--- config.mk ---
export PLATFORM = sky130hd
export DESIGN_NAME = priority_encoder
export DESIGN_NICKNAME = d
export VERILOG_FILES = /design/src/rtl/priority_encoder.sv
export SDC_FILE = /design/constraint.sdc
export NUM_CORES = 1
export LEC_CHECK = 0
export BUFFER_PORTS_ARGS = -buffer_cell sky130_fd_sc_hd__buf_2
export CORE_AREA = 2 2 39 41
export CTS_BUF_LIST = sky130_fd_sc_hd__clkbuf_8
export DETAILED_ROUTE_END_ITERATION = 8
export DIE_AREA = 0 0 41 43
export PLACE_DENSITY_LB_ADDON = 0.12
export SETUP_SLACK_MARGIN = 0.05
export SLEW_MARGIN = 20
export SYNTH_ARGS = -nofsm -noshare
export SYNTH_HDL_FRONTEND = slang
export SYNTH_SLANG_ARGS = --single-unit
--- constraint.sdc ---
create_clock -name clk -period 0.8 [get_ports clk]
set_input_delay 0.16 -clock clk [delete_from_list [all_inputs] [get_ports clk]]
set_output_delay 0.16 -clock clk [all_outputs]
set_load 0.02 [all_outputs]
--- src/rtl/priority_encoder.sv ---
// rtl/priority_encoder.sv - registered highest-index-first priority encoder (optional PRI_ENC_ONEHOT_EN adds one-hot grant output)
module priority_encoder #(
    parameter  int IN_W  = 8,
    localparam int OUT_W = $clog2(IN_W)
) (
    input  logic             clk,
    input  logic             rst_n,
    input  logic [IN_W-1:0]  in,
    input  logic             valid,
`ifdef PRI_ENC_ONEHOT_EN
    output logic [IN_W-1:0]  grant,
`endif
    output logic [OUT_W-1:0] out,
    output logic             found
);

    logic [OUT_W-1:0] next_out;
    logic             next_found;
`ifdef PRI_ENC_ONEHOT_EN
    logic [IN_W-1:0]  next_grant;
`endif

    // Search from bit 0 upward so the last set bit seen, the highest index, wins;
    // when valid is low the vector is never examined, so X/Z on it cannot leak out.
    always_comb begin
        next_out   = '0;
        next_found = 1'b0;
`ifdef PRI_ENC_ONEHOT_EN
        next_grant = '0;
`endif
        if (valid) begin
            for (int i = 0; i < IN_W; i++) begin
                if (in[i]) begin
                    next_out   = OUT_W'(i);
                    next_found = 1'b1;
`ifdef PRI_ENC_ONEHOT_EN
                    next_grant    = '0;
                    next_grant[i] = 1'b1;
`endif
                end
            end
        end
    end

    // Capture the encoded result each cycle; reset clears outputs without waiting for clk.
    always_ff @(posedge clk or negedge rst_n) begin
        if (!rst_n) begin
            out   <= '0;
            found <= 1'b0;
`ifdef PRI_ENC_ONEHOT_EN
            grant <= '0;
`endif
        end else begin
            out   <= next_out;
            found <= next_found;
`ifdef PRI_ENC_ONEHOT_EN
            grant <= next_grant;
`endif
        end
    end

endmodule

==> metrics.yaml, run 1 <==
status:
  status: "complete, but fails checks"
  violations: "negative setup slack"
worst_setup_path:
  slowest_stage: "dfrtp_1"
  crit_chain: "buf_6"
  crit_start: "out[1]"
  crit_family: "flip-flops"
  critPathCaptureType: "output pin"
  path_max_fanout: 1
  critPathKind: "flop to output pin"
  slowest_delay_ps: 360
  startpoint_type: "flop"
  crit_buf_inv: 1
  worstPathRequired_ps: 640
  cp.arrival_ps: 710
placement:
  hpwl_um: 385
  io_buffers: 14
  pre_cts_ws_ps: -122
  routabilityCongestion: 0.655
  post_dp_cell_area_sq_um: 287
job:
  cap_viol_max_count: 0
synthesis:
  synth_cells: 18
  seq_area_frac_synth: 0.576
  syn_area_sq_um: 174
  ys_ff_latch: 4
  ys_types: 9
  syn-num-nets: 29
  synth.avg_cell_area_sq_um: 9.66
  yosysWarnings: 0
route:
  first_iter_violations: 0
  via_count: 209
  vias_per_cell: 3.80
  ant_nets: 0
  wl_um: 451
  drtPass1Iterations: 1
  drc: 0
  wl_per_cell_um: 8.20
clocking:
  cts_tree: "yes"
  clkSlewWorstSetupHoldPaths_ps: 30
  post_cts_buffers: 0
  numCtsBuffers: 3
  numClockSinks: 4
  root_buffer: "clkbuf_8"
  clock_path_buffers: 2
  htree_levels: 1
sta:
  relSlewSlack: 0.773
  drv_slew: 0
  max_freq_ghz: 1.16
  period_minus_slack_ps: 865
  setup_slack_ps: -65.1
  finalSetupTns_ps: -247
  finalCritPeriodShare: 1.08
  setup_violations: 4
  tightest_slew_ps: 336
  rsz0062_at_grt: "yes"
  hold_viol_final: 0
final_layout:
  drive_gt1_frac: 0.513
  layout_commonest_cell: "buf_2"
  fillers: 156
  area_delta_synth_final_pct: 109
  layout_common_cells: "10 x buf_2, 4 x dfrtp_1, 4 x buf_6"
  design_area_sq_um: 363
  n_antenna_cell: 0
  fin_nets: 52
worst_hold_path:
  hold_path_class: "primary input to flop"
  hp-start: "in[4]"
power_and_ir_drop:
  p_leak_nw: 0.181
  power.density_mw_per_mm2: 2100
  vdd_drop_max_v: 0.000465
die:
  start_util: 0.126
  ios: 15
  die_w_um: 41
  core_sq_mm: 0.00138
  die_area_sq_mm: 0.00176
  dieHeight_um: 43
  rows: 14
global_routing:
  grt_max_degree: 5
  grt-ovfl-total: 0
  grt_pass1_wl_um: 662
  grt_usage: 0.0623
  first_global_vias: 201
  antenna_found_initial: 0
## Yosys cell counts
cell,number,share of area
o21ai_0,2,0.058
o41ai_1,1,0.050
a21oi_1,2,0.058
nor2_1,3,0.065
inv_1,2,0.043
o21bai_1,1,0.043
nor4_1,2,0.072
dfrtp_1,4,0.58
nor2b_1,1,0.036
## path summary, 6_finish.rpt
path / endpoint / slack, ps / cells after the start
worst max-delay path: out[1] / -70 / 1
min in group asynchronous: out[1] / 280 / 2
worst min-delay path: out[0] / 180 / 2
max in group asynchronous: out[0] / 400 / 2
## routing by layer
layer,vias up,track usage,part of all wire
met5,-,0,0
met1,86,0.0548,0.43
met3,0,0.0314,0.16
li1,108,-,-
met2,15,0.0844,0.41
met4,0,0.0800,0
## cell families after synthesis
family	share of synthesized area
AOI/OAI and AO/OA	0.209
buffers and inverters	0.0432
DFF	0.576
and+or+nand+nor	0.173
## report_power, final
part	total, mW	switching (mW)	internal, mW
sequential	0.224	0.00598	0.218
combinational	0.123	0.0558	0.0675
clock	0.413	0.0935	0.320
total	0.760	0.155	0.605
## area by class of cell
cell class | instances | area [sq um] | area share
Clock buffer | 3 | 41.3 | 0.114
Inverter | 2 | 7.51 | 0.0207
Multi-Input combinational cell | 12 | 66.3 | 0.183
Sequential cell | 4 | 100 | 0.276
Tap cell | 16 | 20.0 | 0.0552
Timing Repair Buffer | 18 | 128 | 0.352
## registers in the layout, summed over array words and instances (netlist names)
register / count
found: 1
out: 3
## through the flow
step | hold WS, ps | util | std cells | power (mW)
global route | 194 | 0.262 | 55 | 0.798
detailed placement | -33.2 | 0.207 | 51 | 0.328
floorplan | -136 | - | 18 | 0.263
global placement | -34.5 | 0.207 | 51 | 0.325
finish | 181 | 0.262 | 55 | 0.760
CTS | 173 | 0.262 | 55 | 0.775
## what timing repair did
item / 4_1_cts / 5_1_grt
setup endpoints to repair: 4 / 4
pin swaps: 0 / 0
hold buffers: 1 / 0
gates resized for setup: 8 / 0
hold endpoints to repair: 4 / 0
No activity file was read; power rests on OpenSTA's default activity.
==> run 2, diff against run 1 <==
--- a/config.mk
+++ b/config.mk
@@ -5,6 +5,7 @@
 export SDC_FILE = /design/constraint.sdc
 export NUM_CORES = 1
 export LEC_CHECK = 0
+export ABC_AREA = 1
 export BUFFER_PORTS_ARGS = -buffer_cell sky130_fd_sc_hd__buf_2
 export CORE_AREA = 2 2 39 41
 export CTS_BUF_LIST = sky130_fd_sc_hd__clkbuf_8
==> metrics.yaml, run 2 <==
die:
  die_area_sq_mm: 0.00176
  die_w_um: 41
  start_util: 0.139
  ios: 15
  dieHeight_um: 43
  core_sq_mm: 0.00138
  rows: 14
synthesis:
  muxShareOfSynthArea: 0
  synth_top_family_by_area: "simple AND/OR/NAND/NOR gates"
  syn_area_sq_um: 193
  yosysMostFrequentCell: "inv_1"
  ys_ff_latch: 4
  yosysWarnings: 0
  synth_xor_area_frac: 0
  synth_compound_area_frac: 0.169
  synth.area.top_cells: "dfrtp_1 52%, inv_1 14%, nand2_1 9.7%"
  synthTopCellsByCount: "7 x inv_1, 5 x nand2_1, 4 x dfrtp_1"
  synth_cells: 24
  synth-simple-area-share: 0.175
  synth_flop_cell: "dfrtp_1"
  synth_fa_ha_area_frac: 0
  async_reset_ff_frac: 1.00
  ys_types: 10
  synth.avg_cell_area_sq_um: 8.03
  synth_area_leader_cell: "dfrtp_1"
  seq_area_frac_synth: 0.519
  synth_edf_count: 0
  syn-num-nets: 35
  synth_top_area_share: 0.519
power_and_ir_drop:
  power_frac_comb: 0.150
  power.density_mw_per_mm2: 2090
  p_leak_nw: 0.200
  vdd_drop_max_v: 0.000434
  p_sw_frac: 0.207
  power_frac_seq: 0.296
  p_clk_frac: 0.554
  finalPower_uw: 749
  p_switching_uw: 155
  internal-power_uw: 593
route:
  wl_um: 427
  first_iter_violations: 5
  wl_per_cell_um: 7.36
  drc: 0
  drtPass1Iterations: 4
  via_count: 203
  ant_nets: 0
  vias_per_cell: 3.50
sta:
  max_freq_ghz: 1.15
  relSlewSlack: 0.872
  hold_viol_final: 0
  period_minus_slack_ps: 869
  hold_slack_ps: 199
  rsz0062_at_grt: "yes"
  tightest_slew_ps: 192
  finalCritPeriodShare: 1.09
  setup_violations: 4
  drv_slew: 0
  setup_slack_ps: -68.8
status:
  violations: "negative setup slack"
  status: "complete, but fails checks"
global_routing:
  grt-ovfl-total: 0
  antenna_found_initial: 0
  grt_pass1_wl_um: 696
  grt_usage: 0.0663
  grt_max_degree: 5
  first_global_vias: 221
worst_setup_path:
  slowest_stage: "dfrtp_1"
  slowest_delay_ps: 360
  critPathCaptureType: "output pin"
  startpoint_type: "flop"
  worstPathRequired_ps: 640
  crit_family: "flip-flops"
  cp.arrival_ps: 710
  critPathKind: "flop to output pin"
  path_max_fanout: 1
  crit_buf_inv: 1
  crit_chain: "buf_6"
clocking:
  numCtsBuffers: 3
  clock_path_buffers: 2
  cts_tree: "yes"
  root_buffer: "clkbuf_8"
  numClockSinks: 4
  clkSlewWorstSetupHoldPaths_ps: 30
  htree_levels: 1
  post_cts_buffers: 0
job:
  cap_viol_max_count: 0
final_layout:
  drive_gt1_frac: 0.452
  fin_util: 0.259
  layout_commonest_cell: "buf_2"
  largest-register: "out"
  finalNonFillerCells: 58
  fillers: 160
  largest_reg_flops: 3
  layout_common_cells: "10 x buf_2, 7 x inv_1, 5 x nand2_1, 4 x dfrtp_1, 4 x buf_6"
  top_regs: "out (3), found (1)"
  area_delta_synth_final_pct: 86.4
  n_antenna_cell: 0
  fin_nets: 55
placement:
  io_buffers: 14
  pre_cts_ws_ps: 60.6
  dp.cells: 54
  routabilityCongestion: 0.662
worst_hold_path:
  hold_path_class: "primary input to flop"
run 2: cell count changes after synthesis, moves of 2 or more:
cell	delta
nor2_1	-2
inv_1	+5
nand2_1	+5
nor4_1	-2
run 2: power groups by stage:
stage / combinational (mW) / clock, mW / sequential, mW
after CTS: 0.114 / 0.429 / 0.222
after floorplan: 0.0297 / 0 / 0.238
after global placement: 0.0953 / 0 / 0.220
after global routing: 0.124 / 0.445 / 0.223
final: 0.112 / 0.415 / 0.222
after detailed placement: 0.0958 / 0 / 0.221
run 2: metrics by stage:
step	TNS (ps)	instance area (sq um)
finish	-253	359
global route	-328	359
CTS	-283	359
detailed placement	0	283
global placement	0	283
floorplan	0	193
run 2: kinds of logic after synthesis:
logic type / after synthesis
AND/OR/NAND/NOR: 8
flip-flops: 4
buffers and inverters: 7
AO/OA/AOI/OAI: 5
run 2: cell type report:
class                           count  area, sq um  area share
Inverter                            7         26.3      0.0732
Multi-Input combinational cell     13         66.3       0.185
Timing Repair Buffer               15          105       0.293
Sequential cell                     4          100       0.279
Clock buffer                        3         41.3       0.115
Tap cell                           16         20.0      0.0557
run 2: final timing paths:
path                         from  endpoint  depth (start not counted)
max                        out[2]    out[2]                          1
min                         in[7]    out[0]                          3
max in group asynchronous   rst_n     found                          2
min in group asynchronous   rst_n    out[2]                          2
run 2: repair_timing:
action | in CTS | in global routing
hold buffers | 1 | 0
setup endpoints to repair | 4 | 4
gates resized for setup | 8 | 0
endpoints found under the hold margin | 4 | 0
run 2: metal layers:
layer	vias to the layer above	track usage	share of wire
li1	109	-	-
met1	85	0.0387	0.37
met2	9	0.100	0.54
met3	0	0.0209	0.094
met4	0	0.120	0
met5	-	0	0
